`config.mk`:
```
export PLATFORM = sky130hd
export DESIGN_NAME = counter_slot_scheduler
export DESIGN_NICKNAME = d
export VERILOG_FILES = /design/src/rtl/counter_slot_scheduler.sv
export SDC_FILE = /design/constraint.sdc
export NUM_CORES = 1
export LEC_CHECK = 0
export CAP_MARGIN = 20
export CORE_MARGIN = 2
export CORE_UTILIZATION = 42
export DETAILED_ROUTE_END_ITERATION = 8
export PLACE_DENSITY = 0.79
export SLEW_MARGIN = 25
export SYNTH_ARGS = -nofsm -noshare
export SYNTH_HDL_FRONTEND = slang
export SYNTH_SLANG_ARGS = --single-unit
```
`constraint.sdc`:
```
create_clock -name clk -period 2.3 [get_ports clk]
set_clock_uncertainty 0.1 [all_clocks]
set_input_delay 0.46 -clock clk [delete_from_list [all_inputs] [get_ports clk]]
set_output_delay 0.46 -clock clk [all_outputs]
set_load 0.02 [all_outputs]
```
`src/rtl/counter_slot_scheduler.sv`:
```
// counter_slot_scheduler: one 0..MAX_LIMIT up-counter shared between N
// requesters. The block arbitrates among the active requests, grants the
// counter to one owner, counts from 0 up to that owner's clamped terminal
// value, and then pulses done to the owner for one cycle.
// Optional build macro RR_ARB_EN: when defined, arbitration is round-robin
// from a rotating pointer. When undefined, the lowest set index wins and no
// pointer register is built.
module counter_slot_scheduler #(
  parameter int N         = 4,
  parameter int W         = 7,
  parameter int MAX_LIMIT = 100
) (
  input  logic           clk,
  input  logic           rst,
  input  logic [N-1:0]   req,
  input  logic [N*W-1:0] limit_i,
  output logic [N-1:0]   gnt,
  output logic [N-1:0]   done,
  output logic [W-1:0]   count_o,
  output logic           busy
);

  localparam int               IDX_W = (N > 1) ? $clog2(N) : 1;
  localparam logic [W-1:0]     MAX_L = W'(MAX_LIMIT);

  typedef enum logic [1:0] {S_IDLE, S_RUN, S_DONE} state_e;

  state_e             state_q, state_d;
  logic [IDX_W-1:0]   owner_q, owner_d;
  logic [W-1:0]       lim_q, lim_d;
  logic [W-1:0]       count_q, count_d;

  logic [IDX_W-1:0]   win;
  logic               win_found;
  logic [W-1:0]       win_raw;
  logic [W-1:0]       win_lim;

`ifdef RR_ARB_EN
  localparam logic [IDX_W-1:0] LAST_IDX = IDX_W'(N - 1);

  logic [IDX_W-1:0]   ptr_q, ptr_d;
  logic [IDX_W-1:0]   owner_next;

  // Index after the current owner, wrapping modulo N.
  assign owner_next = (owner_q == LAST_IDX) ? '0 : owner_q + 1'b1;

  // Round-robin search: first set request at or after the pointer wins.
  always_comb begin
    win       = '0;
    win_found = 1'b0;
    for (int i = 0; i < N; i++) begin
      if (!win_found && req[(int'(ptr_q) + i) % N]) begin
        win_found = 1'b1;
        win       = IDX_W'((int'(ptr_q) + i) % N);
      end
    end
  end
`else
  // Fixed priority search: lowest set request index wins.
  always_comb begin
    win       = '0;
    win_found = 1'b0;
    for (int i = 0; i < N; i++) begin
      if (!win_found && req[i]) begin
        win_found = 1'b1;
        win       = IDX_W'(i);
      end
    end
  end
`endif

  // Winner's terminal count, clamped so the counter never passes MAX_LIMIT.
  assign win_raw = limit_i[win*W +: W];
  assign win_lim = (win_raw > MAX_L) ? MAX_L : win_raw;

  // Next-state logic for the IDLE -> RUN -> DONE sequence and the counter.
  always_comb begin
    // NOTE: every variable gets its hold value first, so no path through the
    // case below can leave one unassigned and infer a latch.
    state_d = state_q;
    owner_d = owner_q;
    lim_d   = lim_q;
    count_d = count_q;
`ifdef RR_ARB_EN
    ptr_d   = ptr_q;
`endif
    case (state_q)
      S_IDLE: begin
        count_d = '0;
        if (win_found) begin
          state_d = S_RUN;
          owner_d = win;
          lim_d   = win_lim;
        end
      end
      S_RUN: begin
        // Abort outranks a terminal match in the same cycle.
        if (!req[owner_q]) begin
          state_d = S_IDLE;
          count_d = '0;
`ifdef RR_ARB_EN
          ptr_d   = owner_next;
`endif
        end else if (count_q == lim_q) begin
          state_d = S_DONE;
        end else begin
          count_d = count_q + 1'b1;
        end
      end
      S_DONE: begin
        state_d = S_IDLE;
        count_d = '0;
`ifdef RR_ARB_EN
        ptr_d   = owner_next;
`endif
      end
      default: begin
        state_d = S_IDLE;
        count_d = '0;
      end
    endcase
  end

  // State and datapath registers with synchronous active-low reset.
  always_ff @(posedge clk) begin
    // NOTE: sequential state uses non-blocking assignments so every register
    // samples the pre-edge values regardless of statement order.
    if (!rst) begin
      state_q <= S_IDLE;
      owner_q <= '0;
      lim_q   <= '0;
      count_q <= '0;
`ifdef RR_ARB_EN
      ptr_q   <= '0;
`endif
    end else begin
      state_q <= state_d;
      owner_q <= owner_d;
      lim_q   <= lim_d;
      count_q <= count_d;
`ifdef RR_ARB_EN
      ptr_q   <= ptr_d;
`endif
    end
  end

  assign busy    = (state_q != S_IDLE);
  assign gnt     = busy ? (N'(1) << owner_q) : '0;
  assign done    = (state_q == S_DONE) ? gnt : '0;
  assign count_o = count_q;

endmodule

```
; Word-level counts from Yosys, hierarchy flattened
; Cells that the tools add are included.
; Widths: inputs -> output; s select.
[classes]
addsub = 1
mul = 1
order_cmp = 2
eq_ne = 5
n_shift = 2
muxes = 16
reduce_logical = 11
[op_table]
columns = op, count
row1 = $shiftx 28x6->7, 1
row2 = $mux 2, 5
row3 = $mux 4, 2
row4 = $add 7x1->7 const B, 1
row5 = $eq 7x7->1, 1
row6 = $gt 7x7->1 const B, 1
row7 = $mux 7, 1
row8 = $mux 1, 6
row9 = $mul 2x3->5 const B, 1
row10 = $pmux 2 s2, 1
row11 = $reduce_and 2->1, 2
row12 = $shl 1x2->4 const A, 1
row13 = $logic_and 1x1->1, 3
row14 = $logic_not 1->1, 3
row15 = $lt 2x3->1 const B, 1
row16 = $ne 3x3->1 const B, 1
row17 = $reduce_and 3->1, 1
row18 = $bmux 1 s2, 1
row19 = $eq 2x1->1 const B, 1
row20 = $eq 2x2->1 const B, 1
row21 = $logic_not 2->1, 1
row22 = $ne 2x2->1 const B, 1
row23 = $reduce_bool 2->1, 1
[word_totals]
reg_bits = 18
input_bits = 34
out_inout_bits = 16

; Logic depth before layout (Yosys ltp)
[logic_depth]
ltp_word = 14
ltp_mapped = 7
depth_no_buf = 6

; Worst setup path after synthesis
; No wires, ideal clock.
[synth_path]
kind = input to register
startpoint = input port req[3]
endpoint = register lim_q[2]
t_arrival_ns = 1.868
t_required_ns = 2.126
path_slack_ns = 0.258
path_stages = 5
path_buffers = 0
path_cell_list = nor2b_1 > o21bai_2 > mux4_2 > or3_1 > a31oi_1
[synth_via]
elab_chain_cells = 6
[synth_lines]
columns = element, line_no
row1 = "start, declared", 15  ; input logic [N-1:0] req,
row2 = $logic_and 1x1->1 *, 64  ; if (!win_found && req[i]) begin
row3 = $mux 2, 64
row4 = $mul 2x3->5, 73  ; assign win_raw = limit_i[win*W +: W];
row5 = $shiftx 28x6->7, 73
row6 = $gt 7x7->1, 74  ; assign win_lim = (win_raw > MAX_L) ? MAX_L : win_raw;
row7 = $mux 7, 74
row8 = "end signal, assigned", 139  ; lim_q <= lim_d;
row9 = "end, declared", 30  ; logic [W-1:0] lim_q, lim_d;
; Mark *: on every way between the ends. The rest lies on a longest branch, timed or not.
; A chain may end at the register's enable or synchronous reset.

; Worst setup path in the final report
[layout_path]
startpoint = register state_q[1]
endpoint = output port busy
[layout_via]
elab_chain_cells = 1
[layout_lines]
columns = element, line_no
row1 = "start, declared", 28  ; state_e state_q, state_d;
row2 = "start signal, assigned", 137  ; state_q <= state_d;
row3 = $reduce_bool 2->1, 147  ; assign busy = (state_q != S_IDLE);
row4 = "end, declared", 20  ; output logic busy
; No other way between the ends.

==> summary.txt <==
Run status
  – Status: finished, final reports clean

Power
  – Pwr Density: 485.8 nW/um^2
  – Sw Share: 31.22%
  – Comb power frac: 37.4%
  – Peak VDD IR: 0.0004784 V
  – Int Pwr: 0.6133 mW
  – Clock share of power: about 22%
  – Leakage: 0.7384 nW
  – Switch Pwr: 0.2784 mW
  – Reg power frac: 41.1%

Hold path
  – Worst hold path type: reg -> reg
  – Hold depth: 2
  – Worst hold path startpoint: lim_q[4]
  – WHS Endpoint: lim_q[4]

Die
  – IO Count: 50
  – Die Ht: around 57 um
  – Die area: 3230 sq um
  – Core area: 2710 sq um
  – Starting Density: 43.26%
  – Die extent in x: 56.84 um
  – FP Rows: 19

Synth
  – Ys async rst share: 0%
  – Synth Net Count: around 170
  – Post-Synthesis Mean Instance Area: 8.882 sq um
  – Post-Syn Area: 1172 sq um
  – Synth warn: 0
  – Sequential element share of the synthesized area: 30.74%
  – #FFs+latches synth: 18
  – Gate Count Post-Synth: 132
  – Top_reg_cell synth: dfxtp_1
  – EDFF count, synth: 0
  – Synth cell types: 34

Job
  – Maxcap violations: 0

Clock network
  – CTS root buf: clkbuf_4
  – Cts hold-fix bufs: 0
  – Postcts setup bufs: 0
  – CTS Buf Count: 3
  – CTS resizes: 0
  – CTS Sinks: 18
  – Clk buf depth: 2
  – H-tree depth: 1
  – CTS clock-pin slew for the worst setup and hold paths: 100 ps
  – Worst skew pair latency: 290 ps
  – Clock tree from TritonCTS: built

Timing
  – Period utilization: 95.19%
  – Hold WS: roughly 370 ps
  – Final min period: 2189 ps
  – Final Hold Vio Count: 0
  – Max-slew violations: 0
  – RSZ-0062 raised after global routing: false
  – Final setup TNS: 0 ps
  – Upper clock frequency limit: 456.8 MHz
  – Least-Margin Pin Slew: 490.5 ps
  – Slew headroom: between 60% and 70%
  – Final setup viols: 0

Setup path
  – Reg2reg end: lim_q[3]
  – Crit path kind: reg -> out
  – Worst Path Arrival: 1630 ps
  – Worst reg2reg path depth: 5
  – R2R setup slack: between 500 and 600 ps
  – Critical path endpoint category: output pin
  – Crit. Startpoint: state_q[1]
  – RR Startpoint: state_q[1]
  – CP required: roughly 1700 ps
  – Startpoint type of the worst setup path: flop
  – CP Max Fanout: 5

Finish
  – Nets: 232
  – Area growth syn-to-layout: 56.56%
  – Layout cells sized above 1: 12.76%
  – Final instance area: 1836 sq um
  – Most frequent cells in the layout: 46 x clkdlybuf4s50_1, 23 x nor2_1, 18 x dfxtp_1, 13 x buf_4
  – FILL cells: 224
  – Antenna fix cells: 0
  – Most common cell after layout, fill and taps aside: clkdlybuf4s50_1

Detailed routing
  – DRT Pass-1 Iters: 4
  – Post-DRT Antenna Nets: 0
  – DRC viols: 0
  – Total number of vias: 1206
  – Vias per cell: 5.313
  – WL final: slightly below 3 mm
  – Wire per inst: 12.92 um
  – Iteration-0 DRC Markers: 36

Place
  – Hpwl dp: 2.511 mm
  – Area after DPL: 1792 sq um
  – Port bufs: 49
  – GPL Wtd Cong: 0.8398

GRT
  – Global route hottest layer: met2
  – Global Route Usage Sum: between 10% and 20%
  – Vias in the first global route: between 1000 and 1500
  – Grt ovf: 0
  – GR Util met1: between 20% and 30%
  – M3 GR Usage: 3.687%
  – Largest net degree at the start of global routing: 13
  – GR Util met2: 33.55%
  – First-pass GRT wire length: 4.995 mm
  – Initial antenna violation count: 0
[flip-flops by register name, indices dropped and copies added (netlist names)]
signal and cells:
count_o 7, lim_q 7, owner_q 2, state_q 2
[through the flow]
step           instances  setup WS (ps)  utilization, %  power [mW]
3_3_place_gp         223         -210.8           66.11      0.6942
4_1_cts              227          5.225           67.45      0.8951
6_report             227          110.6           67.73      0.8917
5_1_grt              227          6.766           67.73      0.9457
3_5_place_dp         223         -294.5           66.11      0.7078
2_1_floorplan        132          258.0               -      0.5580
[layer usage]
metal	part of all wire, %	vias up	routed length (um)
met4	2.1	0	61
met2	50	52	1462
met3	5.7	6	167
met1	42	541	1241
met5	0	-	0
li1	-	607	-
[cells in the mapped netlist (2+ instances only)]
cell type | number | area share, %
o2111ai_1 | 2 | 1.5
mux4_2 | 3 | 5.8
nand3_1 | 5 | 2.1
and2_1 | 3 | 1.6
dfxtp_1 | 18 | 31
nand2_1 | 8 | 2.6
nor2b_1 | 2 | 1.1
o21ai_1 | 2 | 0.85
o211ai_1 | 3 | 1.9
mux4_1 | 5 | 11
nor2_1 | 23 | 7.4
a21boi_1 | 2 | 1.3
xnor2_1 | 7 | 5.2
and3_1 | 2 | 1.1
nor3_1 | 4 | 1.7
nand2b_1 | 3 | 1.6
inv_1 | 9 | 2.9
o21ai_0 | 9 | 3.8
clkbuf_1 | 2 | 0.64
xor2_1 | 6 | 4.5
[power groups by stage]
stage                     Combinational, mW  Clock, mW  Sequential (mW)
final                                 0.333      0.192            0.367
after global placement                0.321          0            0.373
after CTS                             0.334      0.194            0.367
after global routing                  0.365      0.209            0.372
after detailed placement              0.334          0            0.374
after floorplan                       0.188          0            0.370
[cell type report]
type                       instances  area [sq um]  share of cell area (%)
multi-input combinational        103         770.7                   41.99
timing repair buffer              62         595.6                   32.45
sequential                        18         360.3                   19.63
tap                               31         38.79                   2.113
clock buffer                       4         36.28                   1.977
inverter                           9         33.78                   1.840
[worst max-delay path, stage by stage (launching register included)]
cell and delay (ps):
dfxtp_1 340, nor2_1 270, inv_1 160, clkdlybuf4s50_1 560
[logic make-up (layout without fill, tap and decap cells)]
group                    after synthesis  count (layout)  share of synthesized area [%]
adder cells (fa/ha/maj)                1               1                          1.067
multiplexers                           9               9                          17.82
XOR/XNOR                              13              13                          9.712
AO/OA/AOI/OAI                         24              24                          13.66
flip-flops                            18              18                          30.74
AND/OR/NAND/NOR                       56              56                          23.48
buffers and inverters                 11              75                          3.522
[how the worst max path moves through the flow]
stage               depth (start not counted)  slack [ps]       end
floorplan                                   5         260  lim_q[2]
global placement                            6        -210  lim_q[2]
detailed placement                          6        -290  lim_q[2]
CTS                                         6           5  lim_q[2]
global route                                3           7      busy
finish                                      3         110      busy
Note: power is estimated with default switching activity, not from simulation.
